## config.mk

```make
export PLATFORM = sky130hd
export DESIGN_NAME = key_debounce
export DESIGN_NICKNAME = d
export VERILOG_FILES = /design/src/rtl/key_pkg.sv /design/src/rtl/key_debounce_ch.sv /design/src/rtl/key_debounce.sv
export SDC_FILE = /design/constraint.sdc
export NUM_CORES = 1
export LEC_CHECK = 0
export BUFFER_PORTS_ARGS = -buffer_cell sky130_fd_sc_hd__buf_2
export CAP_MARGIN = 30
export CORE_MARGIN = 5
export CORE_UTILIZATION = 58
export CTS_BUF_LIST = sky130_fd_sc_hd__clkbuf_4
export DETAILED_ROUTE_END_ITERATION = 7
export PLACE_DENSITY = 0.83
export SYNTH_ARGS = -nofsm -noshare
export SYNTH_HDL_FRONTEND = slang
export SYNTH_SLANG_ARGS = --single-unit
```

## constraint.sdc

```tcl
create_clock -name clk -period 3 [get_ports clk]
set_clock_uncertainty 0.05 [all_clocks]
set_input_delay 0.15 -clock clk [delete_from_list [all_inputs] [get_ports clk]]
set_output_delay 0.15 -clock clk [all_outputs]
set_load 0.1 [all_outputs]
```

## src/rtl/key_pkg.sv

```systemverilog
// Shared types and helpers for the push-button debounce block.
package key_pkg;

   typedef enum logic [1:0] {
      RELEASED     = 2'd0,
      PRESS_WAIT   = 2'd1,
      PRESSED      = 2'd2,
      RELEASE_WAIT = 2'd3
   } key_fsm_e;

   // Convert a duration in milliseconds to clk cycles.
   function automatic int unsigned ms_to_cycles(input int unsigned clk_hz,
                                                input int unsigned ms);
      return clk_hz / 1000 * ms;
   endfunction

endpackage

```

## src/rtl/key_debounce_ch.sv

```systemverilog
// One key: 2-flop synchroniser, debounce FSM, hold counter and press/release/long pulses.
module key_debounce_ch
   import key_pkg::*;
#(
   parameter int unsigned DB_CNT   = 4,
   parameter int unsigned LONG_CNT = 20
) (
   input  logic clk,
   input  logic rst_n,
   input  logic key_n,
   output logic key_state,
   output logic key_press,
   output logic key_release,
   output logic key_long
);

   localparam int unsigned CNT_W = $clog2(LONG_CNT);
   localparam logic [CNT_W-1:0] DB_LAST   = CNT_W'(DB_CNT - 1);
   localparam logic [CNT_W-1:0] LONG_LAST = CNT_W'(LONG_CNT - 1);
   localparam logic [CNT_W-1:0] LONG_PRE  = CNT_W'(LONG_CNT - 2);

   logic [1:0]       sync_q;
   logic             s;
   key_fsm_e         st;
   logic [CNT_W-1:0] cnt;
   logic             long_seen;

   // Pressed-high view of the synchronised pin.
   assign s = ~sync_q[1];

   always_ff @(posedge clk or negedge rst_n) begin
      if (!rst_n) begin
         sync_q      <= 2'b11;
         st          <= RELEASED;
         cnt         <= '0;
         long_seen   <= 1'b0;
         key_state   <= 1'b0;
         key_press   <= 1'b0;
         key_release <= 1'b0;
         key_long    <= 1'b0;
      end else begin
         sync_q      <= {sync_q[0], key_n};
         key_press   <= 1'b0;
         key_release <= 1'b0;
         key_long    <= 1'b0;
         case (st)
            RELEASED: begin
               long_seen <= 1'b0;
               if (s) begin
                  st  <= PRESS_WAIT;
                  cnt <= '0;
               end
            end
            PRESS_WAIT: begin
               if (!s) begin
                  st <= RELEASED;
               end else if (cnt == DB_LAST) begin
                  st        <= PRESSED;
                  cnt       <= '0;
                  key_state <= 1'b1;
                  key_press <= 1'b1;
               end else begin
                  cnt <= cnt + CNT_W'(1);
               end
            end
            PRESSED: begin
               if (!s) begin
                  st  <= RELEASE_WAIT;
                  cnt <= '0;
               end else if (cnt != LONG_LAST) begin
                  cnt <= cnt + CNT_W'(1);
                  // Sticky flag keeps a bounce back into PRESSED from re-firing.
                  if (cnt == LONG_PRE && !long_seen) begin
                     key_long  <= 1'b1;
                     long_seen <= 1'b1;
                  end
               end
            end
            RELEASE_WAIT: begin
               if (s) begin
                  st  <= PRESSED;
                  cnt <= '0;
               end else if (cnt == DB_LAST) begin
                  st          <= RELEASED;
                  cnt         <= '0;
                  long_seen   <= 1'b0;
                  key_state   <= 1'b0;
                  key_release <= 1'b1;
               end else begin
                  cnt <= cnt + CNT_W'(1);
               end
            end
            default: begin
               st  <= RELEASED;
               cnt <= '0;
            end
         endcase
      end
   end

endmodule

```

## src/rtl/key_debounce.sv

```systemverilog
// Debounced push-button front end: one independent channel per active-low key.
module key_debounce
   import key_pkg::*;
#(
   parameter int unsigned KEY_W       = 4,
   parameter int unsigned CLK_HZ      = 50_000_000,
   parameter int unsigned DEBOUNCE_MS = 20,
   parameter int unsigned LONG_MS     = 1000
) (
   input  logic             clk,
   input  logic             rst_n,
   input  logic [KEY_W-1:0] pio_key,
   output logic [KEY_W-1:0] key_state,
   output logic [KEY_W-1:0] key_press,
   output logic [KEY_W-1:0] key_release,
   output logic [KEY_W-1:0] key_long
);

   localparam int unsigned DB_CNT   = ms_to_cycles(CLK_HZ, DEBOUNCE_MS);
   localparam int unsigned LONG_CNT = ms_to_cycles(CLK_HZ, LONG_MS);

   generate
      if (DB_CNT < 2 || LONG_CNT <= DB_CNT) begin : g_bad_params
         $error("key_debounce: need DB_CNT >= 2 and LONG_CNT > DB_CNT");
      end
   endgenerate

   for (genvar i = 0; i < KEY_W; i++) begin : g_ch
      key_debounce_ch #(
         .DB_CNT   (DB_CNT),
         .LONG_CNT (LONG_CNT)
      ) u_ch (
         .clk         (clk),
         .rst_n       (rst_n),
         .key_n       (pio_key[i]),
         .key_state   (key_state[i]),
         .key_press   (key_press[i]),
         .key_release (key_release[i]),
         .key_long    (key_long[i])
      );
   end

endmodule
```

; Word-level counts from Yosys, hierarchy flattened
; Index checks and enable logic that the tools add are counted.
[word_totals]
reg_bits = 140
in_bits = 6
output_inout_bits = 16
elab_cells = 272
[op_classes]
n_addsub = 4
eq_ne = 72
n_mux = 128
n_reduce_logical = 36
[op_table]
columns = cell, n
row1 = 2-to-1 mux 26 bit, 24
row2 = one-hot mux 26 bit (4 select lines), 4
row3 = "adder 26 x 1 -> 26 bit, second input constant", 4
row4 = "equality test 26 x 20 -> 1 bit, second input constant", 4
row5 = "equality test 26 bit, second input constant", 4
row6 = "inequality test 26 bit, second input constant", 4
row7 = 2-to-1 mux 1 bit, 64
row8 = 2-to-1 mux 2 bit, 24
row9 = "inequality test 2 x 1 -> 1 bit, second input constant", 24
row10 = one-hot mux 2 bit (4 select lines), 4
row11 = "inequality test 2 bit, second input constant", 12
row12 = "inequality test 3 x 1 -> 1 bit, second input constant", 8
row13 = AND reduction 6 bit, 4
row14 = AND reduction 5 bit, 4
row15 = "equality test 2 bit, second input constant", 8
row16 = AND reduction 4 bit, 4
row17 = "inequality test 3 bit, second input constant", 4
row18 = one-hot mux 1 bit (3 select lines), 4
row19 = AND reduction 3 bit, 4
row20 = nonzero test 3 bit, 4
row21 = "equality test 2 x 1 -> 1 bit, second input constant", 4
row22 = logical NOT 2 bit, 4
row23 = one-hot mux 1 bit (2 select lines), 4
row24 = nonzero test 2 bit, 4
row25 = 2 further kinds, 8

; Longest topological paths before layout
; Gate-level depths: netlist of the first run.
[logic_depth]
ltp_word = 6
mapped_depth = 8
depth_no_buf = 7

; Hierarchy
; A second synthesis of the first run with hierarchy kept.
[unflattened]
hier_cells = 938
area_unflattened_um2 = 8677.1
[modules_own_cells]
columns = module, n_inst, cells_each, area_per_inst_um2, seq_area_each_um2
row1 = key_debounce_ch at g_ch[1].u_ch ..., 2, 227, 2073.2, 878.3
row2 = key_debounce_ch at g_ch[0].u_ch, 1, 249, 2392.3, 878.3
row3 = key_debounce_ch at g_ch[3].u_ch, 1, 235, 2138.3, 878.3

; Least setup slack after synthesis of the first run
; No wires, ideal clock.
[synth_path]
path_kind = register to register
from = register g_ch[1].u_ch.cnt[21]
to = register g_ch[1].u_ch.cnt[15]
setup_ns = 0.130
t_arrival_ns = 2.112
t_required_ns = 2.820
setup_slack_ns = 0.708
path_stages_with_launch = 7
n_path_buf = 1
period_less_slack_ns = 2.292
cell_sequence = dfrtp_1 or4b_4 nor4_4 nand2_2 a311oi_4 buf_6 a21oi_1
[synth_via]
elab_chain_len = 4
[synth_rtl]
columns = element, line_no
row1 = start: declaration, key_debounce_ch.sv:25  ; logic [CNT_W-1:0] cnt;
row2 = start signal: assignment, key_debounce_ch.sv:63  ; cnt <= cnt + CNT_W'(1);
row3 = start signal: assignment, key_debounce_ch.sv:71  ; cnt <= cnt + CNT_W'(1);
row4 = start signal: assignment, key_debounce_ch.sv:90  ; cnt <= cnt + CNT_W'(1);
row5 = equality test 26 x 20 -> 1 bit, "key_debounce_ch.sv:57, key_debounce_ch.sv:83"
row6 = 2-to-1 mux 26 bit, "key_debounce_ch.sv:57, key_debounce_ch.sv:83"
row7 = "2-to-1 mux 26 bit, on equally long branches", "key_debounce_ch.sv:80, key_debounce_ch.sv:55"
row8 = one-hot mux 26 bit (4 select lines), key_debounce_ch.sv:46  ; case (st)
; Parallel ways exist; a longest one is shown, timed or not. The select of a mux whose other input is x is not followed.
; A chain may end at the register's enable or synchronous reset.

; Worst setup path in the final report of the first run
[layout_path]
from = register g_ch[0].u_ch.cnt[9]
to = register g_ch[0].u_ch.cnt[23]
[layout_via]
elab_chain_len = 4
[layout_rtl]
columns = element, line_no
row1 = start: declaration, key_debounce_ch.sv:25
row2 = start signal: assignment, key_debounce_ch.sv:63
row3 = start signal: assignment, key_debounce_ch.sv:71
row4 = start signal: assignment, key_debounce_ch.sv:90
row5 = adder 26 x 1 -> 26 bit or equality test 26 x 20 -> 1 bit (tied branches), n/a
row6 = "2-to-1 mux 26 bit, on equally long branches", "key_debounce_ch.sv:57, key_debounce_ch.sv:83, key_debounce_ch.sv:70"
row7 = "2-to-1 mux 26 bit, on equally long branches", "key_debounce_ch.sv:80, key_debounce_ch.sv:55, key_debounce_ch.sv:67"
row8 = one-hot mux 26 bit (4 select lines), key_debounce_ch.sv:46
; Parallel ways exist; a longest one is shown, timed or not. The select of a mux whose other input is x is not followed.

==> results.toml, run 1 <==
[run_status]
status = "completed"

[sta]
fmax_mhz = 366.4
maxSlewViolCount = 0
slew_headroom = 0.4020
final_hold_viol_count = 0
worst_pin_slew_ns = 0.8937
period_share = 0.9097
rsz0062_at_grt = "false"
setup_violations = 0
setup_tns_ns = 0
layout_min_cycle_time_ns = 2.729

[floorplan]
io_pins = 22
initial_core_util = 0.5863
rows = 43
die_area_mm2 = 0.01632
die_h_um = 127.8
die_w_um = 127.8
core_area_mm2 = 0.01372

[finish]
nets = 900
layout_commonest_cell = "dfrtp_1"
drive_gt1_frac = 0.1214
multi_input_area_mm2 = 0.004085
syn_to_final_growth_pct = 7.435
n_fill_cell = 1087
final_cell_mix = "132 x dfrtp_1, 83 x nor2_1, 52 x nand2_1"
utilization = 0.6299
antenna_cells = 0
seq_area_mm2 = 0.003513

[synthesis]
synth_edf_count = 0
netlist_area_mm2 = 0.008044
synth-compound-area-share = 0.1524
ys.flop_type = "dfrtp_1"
ys_seq_area_frac = 0.4368
synth.avg_cell_area_um2 = 9.204
synth.yosys.warnings = 0
synth_xor_area_frac = 0.04246
synthAdderAreaFrac = 0.01244
yosys.cell_types.count = 75
synth_top_family_by_area = "simple AND/OR/NAND/NOR gates"
synthesis.nets = 888
synth_seq_cells = 140
synthSimpleGateAreaFrac = 0.2968
synth_mux_area_frac = 0.003733
async_reset_ff_frac = 1.000
syn_inst = 874

[clock_network]
cts-htree-levels = 4
clock-root-buffer = "clkbuf_4"
clk_latency_ns = 0.58
cts_inserted_buffers = 17
cts_num_sinks = 140
ctsResizeCount = 0
path_clk_slew_ns = 0.12
postCtsSetupBuffers = 0
cts_tree = "yes"
ctsHoldBuffers = 6
clock_path_buffers = 2

[power]
powerDensity_mw_per_mm2 = 420.5
ir_drop_v = 0.0002639
leakage_nw = 3.458

[setup_path]
crit_path_top_delay_cell = "or4b_2"
slowest_delay_ns = 0.68
startpoint_type = "register"
cp.arrival_ns = 3.12
cp_max_fo = 13
path_cells = "or4b_2 -> nor4_1 -> a31o_2 -> nand2b_1 -> o21ai_0"
worstPathBufferInverterCount = 0
critPathCaptureType = "register"
critPathKind = "reg -> reg"
required_ns = 3.39
crit_family = "simple AND/OR/NAND/NOR gates"

[routing]
drcViolationCount = 0
first_pass_iters = 5
wirelength_mm = 18.08
postRouteAntennaNets = 0
drt_iter0_drc = 663
vias = 6889
vias_per_cell = 6.391
avgRoutedWirePerCell_um = 16.78

[grt]
grt_pass1_vias = 6558
grt_max_degree = 72
grtUsageTotal = 0.2324
antenna_found_initial = 0
grt_pass1_wl_mm = 31.36
overflow = 0

[placed_design]
numPortBuffers = 21
gp_congestion = 0.9219
dp_hpwl_mm = 12.42

[worst_hold_path]
hold_class = "in -> async"

[flow_run]
maxCapViolations = 0
-- logic make-up (layout without fill, tap and decap cells) --
group | count (synthesis) | in the layout
simple gates | 417 | 417
buf+inv | 91 | 115
compound gates | 176 | 176
xor+xnor | 39 | 39
flops | 140 | 140
mux | 3 | 3
fa+ha+maj | 8 | 8
-- per-layer routing --
metal,up-vias,routed length (µm),GRT usage
met3,39,983,0.05583
li1,3300,-,-
met2,220,8520,0.3666
met1,3330,8228,0.3165
met5,-,0,0
met4,0,351,0.07865
-- report_power, final --
| group | switching (W) | internal [W] |
|---|---|---|
| Clock | 0.000697 | 0.000752 |
| Sequential | 0.0000493 | 0.00192 |
| Combinational | 0.000139 | 0.0000747 |
| Total | 0.000885 | 0.00275 |
-- final timing paths --
check,cells past startpoint,slack (ns),start,endpoint
worst max-delay path,5,0.27,g_ch[0].u_ch.cnt[9]$_DFFE_PN0P_,g_ch[0].u_ch.cnt[23]$_DFFE_PN0P_
max in group asynchronous,3,2.35,rst_n,g_ch[2].u_ch.cnt[0]$_DFFE_PN0P_
worst max register to register,5,0.27,g_ch[0].u_ch.cnt[9]$_DFFE_PN0P_,g_ch[0].u_ch.cnt[23]$_DFFE_PN0P_
min in group clk,2,0.16,pio_key[0],g_ch[0].u_ch.sync_q[0]$_DFF_PN1_
worst min register to register,0,0.31,g_ch[1].u_ch.sync_q[0]$_DFF_PN1_,g_ch[1].u_ch.sync_q[1]$_DFF_PN1_
worst min-delay path,2,0.08,rst_n,g_ch[1].u_ch.sync_q[0]$_DFF_PN1_
-- final cells by class --
type / instances / share of cell area
multi-input cells: 643 / 0.4727
flip-flops and latches: 140 / 0.4065
repair buffers: 46 / 0.03895
well taps: 180 / 0.02606
clock inverters: 12 / 0.02273
clock buffers: 19 / 0.01651
inverters: 38 / 0.01651
-- worst register-to-register path, cell delays in order, from the launching register on --
cell      delay, ns
dfrtp_1        0.47
or4b_2         0.68
nor4_1         0.30
a31o_2         0.37
nand2b_1       0.54
o21ai_0        0.18
-- synth_stat cells (all sizes together), types with 5 or more instances --
cell / instances / area, µm²
a21o: 9 / 67.56
a21oi: 31 / 155.2
a22o: 8 / 71.32
a22oi: 13 / 97.59
a31oi: 17 / 106.4
and2: 8 / 50.05
and3: 24 / 151.4
and4: 9 / 78.83
buf: 31 / 216.5
clkbuf: 22 / 86.34
dfrtp: 132 / 3303
dfstp: 8 / 210.2
ha: 8 / 100.1
inv: 38 / 142.6
nand2: 53 / 201.5
nand2b: 16 / 100.1
nand3: 46 / 235.2
nand4: 43 / 269.0
nand4b: 5 / 43.79
nor2: 83 / 311.6
nor2b: 6 / 37.54
nor3: 29 / 145.1
nor4: 38 / 292.8
nor4b: 6 / 52.55
o21ai: 31 / 155.2
o31ai: 17 / 127.6
o41ai: 5 / 43.79
or3: 10 / 62.56
or4: 16 / 127.6
or4b: 8 / 83.83
xnor2: 25 / 219.0
xor2: 14 / 122.6
-- state kept, by name (all words and copies together) (netlist names), named ones only --
signal	flops
g_ch.u_ch.key_long	4
g_ch.u_ch.key_release	4
g_ch.u_ch.long_seen	4
g_ch.u_ch.key_state	4
g_ch.u_ch.cnt	104
g_ch.u_ch.sync_q	8
g_ch.u_ch.key_press	4
g_ch.u_ch.st	4
-- per-stage QoR --
step | power, W | setup WS, ns | std cells | area [µm²] | hold WS [ns]
global route | 0.003771 | 0.1092 | 1078 | 8642 | 0.01825
detailed placement | 0.002212 | 0.3632 | 1041 | 8233 | 0.005095
finish | 0.003634 | 0.2709 | 1078 | 8642 | 0.07515
CTS | 0.003653 | 0.3400 | 1078 | 8642 | 0.03868
floorplan | 0.002121 | 0.7083 | 874 | 8044 | -0.1956
global placement | 0.002207 | 0.4305 | 1041 | 8233 | 0.001721
Note: power is estimated with default switching activity, not from simulation.
==> run 2, diff against run 1 <==
--- a/config.mk
+++ b/config.mk
@@ -8,10 +8,12 @@
 export BUFFER_PORTS_ARGS = -buffer_cell sky130_fd_sc_hd__buf_2
 export CAP_MARGIN = 30
 export CORE_MARGIN = 5
-export CORE_UTILIZATION = 58
+export CORE_UTILIZATION = 50
 export CTS_BUF_LIST = sky130_fd_sc_hd__clkbuf_4
 export DETAILED_ROUTE_END_ITERATION = 7
-export PLACE_DENSITY = 0.83
+export GPL_ROUTABILITY_DRIVEN = 0
+export PLACE_DENSITY = 0.74
 export SYNTH_ARGS = -nofsm -noshare
 export SYNTH_HDL_FRONTEND = slang
+export SYNTH_HIERARCHICAL = 1
 export SYNTH_SLANG_ARGS = --single-unit
==> run 2 against run 1 <==
Against the previous run:
- fmax grew 2.8%
- sequential share of layout area is 3.3 points lower
- wire length up 10%
- clock power is 12% lower
- non-clock buffer count grew 9
- critical endpoint is now g_ch[0].u_ch/cnt[17]$_DFFE_PN0P_
- largest power group is now combinational logic
==> results.toml, run 2 <==
[clock_network]
cts-htree-levels = 4
clk_latency_ns = 0.55
postCtsSetupBuffers = 0
path_clk_slew_ns = 0.13
clock-root-buffer = "clkbuf_4"
cts_num_sinks = 140
cts_inserted_buffers = 17
cts_tree = "yes"
ctsResizeCount = 0
clock_path_buffers = 2

[power]
netSwitchingPower_w = 0.002480
p_comb_frac = 0.440
switching_share = 0.4091
clkPwrFrac = 0.210
internal-power_w = 0.003582
seq_power_share = 0.350
ir_drop_v = 0.0004555
leakage_nw = 4.042
powerDensity_mw_per_mm2 = 645.0

[finish]
syn_to_final_growth_pct = 8.306
largest_register_ffs = 104
layout_commonest_cell = "dfrtp_1"
instances_no_fill = 1209
largestRegisters = "g_ch.u_ch/cnt (104), g_ch.u_ch/sync_q (8)"
final_area_mm2 = 0.009398
nets = 1004
top_register = "g_ch.u_ch/cnt"
final_cell_mix = "132 x dfrtp_1, 85 x nor2_1, 74 x nand2_1"
drive_gt1_frac = 0.1434

[setup_path]
slowest_delay_ns = 0.50
cp_max_fo = 14
cp-endpoint = "g_ch[0].u_ch/cnt[17]$_DFFE_PN0P_"
critPathCaptureType = "register"
reg2reg_from = "g_ch[0].u_ch/st[0]$_DFFE_PN0P_"
worstPathBufferInverterCount = 1
startpoint_type = "register"
cp.depth = 7
path_cells = "inv_1 -> ha_1 -> nand4bb_1 -> or4_4 -> o311ai_4 -> a21oi_4 -> a221o_2"
crit_path_top_delay_cell = "o311ai_4"
reg2regPathDepth = 7
startpoint = "g_ch[0].u_ch/st[0]$_DFFE_PN0P_"
cp.arrival_ns = 3.02
ff2ff_setup_slack_ns = 0.35
crit_family = "compound AO/OA/AOI/OAI gates"
critPathKind = "reg -> reg"
required_ns = 3.36
timing.rr.end = "g_ch[0].u_ch/cnt[17]$_DFFE_PN0P_"

[routing]
drcViolationCount = 0
wirelength_mm = 19.93
first_pass_iters = 5
drt_iter0_drc = 556
vias = 7457
vias_per_cell = 6.168
postRouteAntennaNets = 0
avgRoutedWirePerCell_um = 16.48

[floorplan]
initial_core_util = 0.5052
rows = 48
die_area_mm2 = 0.02009
die_w_um = 141.7
core_area_mm2 = 0.01718
die_h_um = 141.7
io_pins = 22

[run_status]
status = "completed"

[sta]
slew_headroom = 0.4612
fin_hold_ws_ns = 0.09261
setup_tns_ns = 0
worst_slack_ns = 0.3452
worst_pin_slew_ns = 0.8083
final_hold_viol_count = 0
fmax_mhz = 376.7
setup_violations = 0
period_share = 0.8849
layout_min_cycle_time_ns = 2.655
maxSlewViolCount = 0
rsz0062_at_grt = "false"

[synthesis]
synthesis.nets = 972
synth_top_area_cell = "dfrtp_1"
synth.avg_cell_area_um2 = 9.251
syn_inst = 938
ys_seq_area_frac = 0.4049
netlist_top_cells_count = "132 x dfrtp_1, 85 x nor2_1, 74 x nand2_1, 63 x o21ai_0"
async_reset_ff_frac = 1.000
netlist_area_mm2 = 0.008677
yosys.cell_types.count = 79
synth_seq_cells = 140
ys.flop_type = "dfrtp_1"
synth_most_common_cell = "dfrtp_1"
yosysTopAreaCellShare = 0.3807
synthTopCellsByArea = "dfrtp_1 38%, ha_1 4.0%, nor2_1 3.7%"
synth_edf_count = 0
synth.yosys.warnings = 6

[grt]
antenna_found_initial = 1
overflow = 0
grt_pass1_vias = 7034
grtUsageTotal = 0.2036
grt_pass1_wl_mm = 34.16
grt_max_degree = 86

[flow_run]
maxCapViolations = 0

[worst_hold_path]
hold_class = "in -> async"

[placed_design]
dp_cells = 1171
dpl_cell_area_mm2 = 0.009051
dp_hpwl_mm = 13.84
dp_worst_setup_slack_ns = 0.3686
numPortBuffers = 21
run 2: changes by cell type in the layout (fill, tap and decap cells not counted), sizes merged, moves of 10 or more:
cell    before  now
a31oi       17    3
a22oi       13    3
a221o        0   17
mux2i        3   13
ha           8   28
nand2b      16    4
o21ai       31   65
a22o         8   25
xnor2       25    8
nand2       53   74
nor4        38   19
a211oi       2   26
a21oi       31   47
run 2: kinds of logic (layout without fill, tap and decap cells):
| family | after synthesis | in the layout | share of synthesized area |
|---|---|---|---|
| AND/OR/NAND/NOR | 409 | 409 | 0.2623 |
| adder cells (fa/ha/maj) | 28 | 28 | 0.04038 |
| flip-flops | 140 | 140 | 0.4049 |
| XOR/XNOR | 14 | 14 | 0.01413 |
| multiplexers | 16 | 16 | 0.01889 |
| buffers and inverters | 81 | 126 | 0.04802 |
| other | 0 | 1 | 0 |
| AO/OA/AOI/OAI | 250 | 250 | 0.2114 |
run 2: final cells by class:
| class | count | area (µm²) |
|---|---|---|
| antenna | 1 | 2.502 |
| tap | 225 | 281.5 |
| clock buffer | 23 | 172.7 |
| multi-input combinational | 717 | 4756 |
| timing repair buffer | 55 | 404.1 |
| sequential | 140 | 3513 |
| inverter | 39 | 146.4 |
| clock inverter | 9 | 121.4 |
| fill | 1548 | 7779 |
run 2: worst min-delay path by stage:
stage               start                               end
2_1_floorplan       rst_n                         async pin
6_report            rst_n  g_ch[2].u_ch/cnt[10]$_DFFE_PN0P_
4_1_cts        pio_key[2]  g_ch[2].u_ch/sync_q[0]$_DFF_PN1_
5_1_grt        pio_key[1]  g_ch[1].u_ch/sync_q[0]$_DFF_PN1_
3_3_place_gp        rst_n  g_ch[2].u_ch/cnt[10]$_DFFE_PN0P_
3_5_place_dp        rst_n  g_ch[2].u_ch/cnt[10]$_DFFE_PN0P_
run 2: metrics by stage:
step	util	power [W]
after floorplan	-	0.004175
after global placement	0.5270	0.004745
after detailed placement	0.5270	0.004804
after CTS	0.5470	0.006098
after global routing	0.5471	0.006495
final	0.5471	0.006062
run 2: power groups by stage:
stage / combinational (W) / clock, W / sequential (W)
4_1_cts: 0.00266 / 0.00132 / 0.00212
5_1_grt: 0.00296 / 0.00140 / 0.00214
6_report: 0.00267 / 0.00127 / 0.00212
3_5_place_dp: 0.00265 / 0 / 0.00216
3_3_place_gp: 0.00259 / 0 / 0.00215
2_1_floorplan: 0.00204 / 0 / 0.00213
run 2: what timing repair did:
item                                   4_1_cts  5_1_grt
endpoints found under the hold margin       80        0
setup endpoints to repair                    0        0
hold buffers                                 5        0
run 2: routing by layer:
metal	routed length, µm	global-route usage	part of all wire	vias to the layer above
li1	-	-	-	3578
met4	465	0.07121	0.023	0
met2	9231	0.3165	0.46	201
met5	0	0	0	-
met1	9307	0.2849	0.47	3631
met3	923	0.03943	0.046	47
==> run 3, diff against run 2 <==
--- a/config.mk
+++ b/config.mk
@@ -5,7 +5,7 @@
 export SDC_FILE = /design/constraint.sdc
 export NUM_CORES = 1
 export LEC_CHECK = 0
-export BUFFER_PORTS_ARGS = -buffer_cell sky130_fd_sc_hd__buf_2
+export BUFFER_PORTS_ARGS = -buffer_cell sky130_fd_sc_hd__buf_4
 export CAP_MARGIN = 30
 export CORE_MARGIN = 5
 export CORE_UTILIZATION = 50
==> run 3 against run 2 <==
Against the previous run:
- total power fell by 2.1%
- wire length up 0.64%
- first-iteration DRC count grew 22%
- setup slack lost 0.017 ns
- global-route usage rose by 0.11 points
- clock-buffer cell count fell by 1
- worst hold slack improved by 0.035 ns
==> results.toml, run 3 (same netlist as run 2, synthesis figures left out) <==
[sta]
setup_tns_ns = 0
layout_min_cycle_time_ns = 2.671
worst_pin_slew_ns = 0.8114
slew_headroom = 0.4590
fmax_mhz = 374.3
final_hold_viol_count = 0
setup_violations = 0
rsz0062_at_grt = "false"
period_share = 0.8904
maxSlewViolCount = 0

[finish]
drive_gt1_frac = 0.1333
final_cell_mix = "132 x dfrtp_1, 85 x nor2_1, 74 x nand2_1"
final_area_mm2 = 0.009373
largest_register_ffs = 104
syn_to_final_growth_pct = 8.017
nets = 996
layout_commonest_cell = "dfrtp_1"
top_register = "g_ch.u_ch/cnt"
largestRegisters = "g_ch.u_ch/cnt (104), g_ch.u_ch/sync_q (8)"

[routing]
postRouteAntennaNets = 0
wl_met1_mm = 9.505
vias = 7360
drcViolationCount = 0
vias_per_cell = 6.128
wirelength_mm = 20.06
dr_wl_met3_um = 720
first_pass_iters = 5
avgRoutedWirePerCell_um = 16.70
top_layer = "met4"
met2_length_mm = 9.435
drt_iter0_drc = 681

[setup_path]
crit_path_top_delay_cell = "o311ai_4"
worstPathBufferInverterCount = 2
cp.arrival_ns = 3.05
required_ns = 3.38
crit_family = "compound AO/OA/AOI/OAI gates"
cp_max_fo = 8
startpoint = "g_ch[0].u_ch/st[0]$_DFFE_PN0P_"
path_cells = "inv_1 -> ha_1 -> nand4bb_1 -> or4_4 -> o311ai_4 -> buf_4 -> a211oi_1 -> a221o_1"
startpoint_type = "register"
critPathCaptureType = "register"
slowest_delay_ns = 0.51
reg2reg_from = "g_ch[0].u_ch/st[0]$_DFFE_PN0P_"
critPathKind = "reg -> reg"

[grt]
grtUsageTotal = 0.2047
grt_pass1_wl_mm = 34.16
grt_max_degree = 76
overflow = 0
grt_pass1_vias = 6946
antenna_found_initial = 1

[floorplan]
die_h_um = 141.7
rows = 48
die_w_um = 141.7
io_pins = 22
die_area_mm2 = 0.02009
core_area_mm2 = 0.01718
initial_core_util = 0.5052

[clock_network]
clk_latency_ns = 0.56
postCtsSetupBuffers = 0
cts-htree-levels = 4
cts_inserted_buffers = 17
ctsResizeCount = 0
clock-root-buffer = "clkbuf_4"
cts_tree = "yes"
path_clk_slew_ns = 0.12
cts_num_sinks = 140
clock_path_buffers = 2

[power]
ir_drop_v = 0.0003113
leakage_nw = 3.991
seq_power_share = 0.360
clkPwrFrac = 0.204
p_comb_frac = 0.436
internal-power_w = 0.003435
netSwitchingPower_w = 0.002497
switching_share = 0.4209
powerDensity_mw_per_mm2 = 632.9

[placed_design]
numPortBuffers = 21
dpl_cell_area_mm2 = 0.009054
dp_hpwl_mm = 13.79

[run_status]
status = "completed"

[flow_run]
maxCapViolations = 0

[worst_hold_path]
hold_class = "in -> async"
[run 3: power by group through the flow]
stage          Sequential (W)  Combinational (W)  Clock (W)
2_1_floorplan         0.00213            0.00204          0
3_3_place_gp          0.00216            0.00250          0
3_5_place_dp          0.00217            0.00255          0
4_1_cts               0.00213            0.00257    0.00126
5_1_grt               0.00215            0.00285    0.00132
6_report              0.00214            0.00259    0.00121
[run 3: worst paths after layout]
check / endpoint / slack, ns / depth (start not counted)
max in group asynchronous: g_ch[3].u_ch/sync_q[1]$_DFF_PN1_ / 1.96 / 3
worst max-delay path: g_ch[0].u_ch/cnt[24]$_DFFE_PN0P_ / 0.33 / 8
worst max register to register: g_ch[0].u_ch/cnt[24]$_DFFE_PN0P_ / 0.33 / 8
min in group clk: g_ch[2].u_ch/sync_q[0]$_DFF_PN1_ / 0.20 / 2
worst min-delay path: g_ch[2].u_ch/cnt[14]$_DFFE_PN0P_ / 0.13 / 2
worst min register to register: g_ch[1].u_ch/sync_q[1]$_DFF_PN1_ / 0.31 / 0
[run 3: per-layer routing]
layer,global-route usage,vias to the layer above
met4,0.07980,0
met1,0.2869,3601
met5,0,-
li1,-,3558
met2,0.3200,170
met3,0.03134,31
[run 3: final cells by class]
class	count	area [µm²]
Tap cell	225	281.5
Antenna cell	1	2.502
Clock inverter	10	101.3
Timing Repair Buffer	47	406.6
Multi-Input combinational cell	717	4756
Fill cell	1587	7804
Inverter	39	146.4
Clock buffer	22	165.2
Sequential cell	140	3513
[run 3: metrics by stage]
step	power, W	util	cells	worst slack, ns	hold slack [ns]
after floorplan	0.004175	-	938	0.5788	-0.1956
after global routing	0.006322	0.5457	1201	0.1889	0.1657
after detailed placement	0.004722	0.5271	1163	0.3404	0.1840
after CTS	0.005956	0.5455	1200	0.3219	0.1159
after global placement	0.004663	0.5271	1163	0.4465	0.1825
final	0.005932	0.5457	1201	0.3287	0.1276
[run 3: repair_timing]
item,in CTS,in global routing
hold buffers,5,0
endpoints found under the hold margin,77,0
endpoints found under the setup margin,0,0
[run 3: worst register-to-register path, cell delays in order (launching register included)]
cell       delay [ns]
dfrtp_1          0.45
inv_1            0.14
ha_1             0.26
nand4bb_1        0.12
or4_4            0.48
o311ai_4         0.51
buf_4            0.21
a211oi_1         0.05
a221o_1          0.27
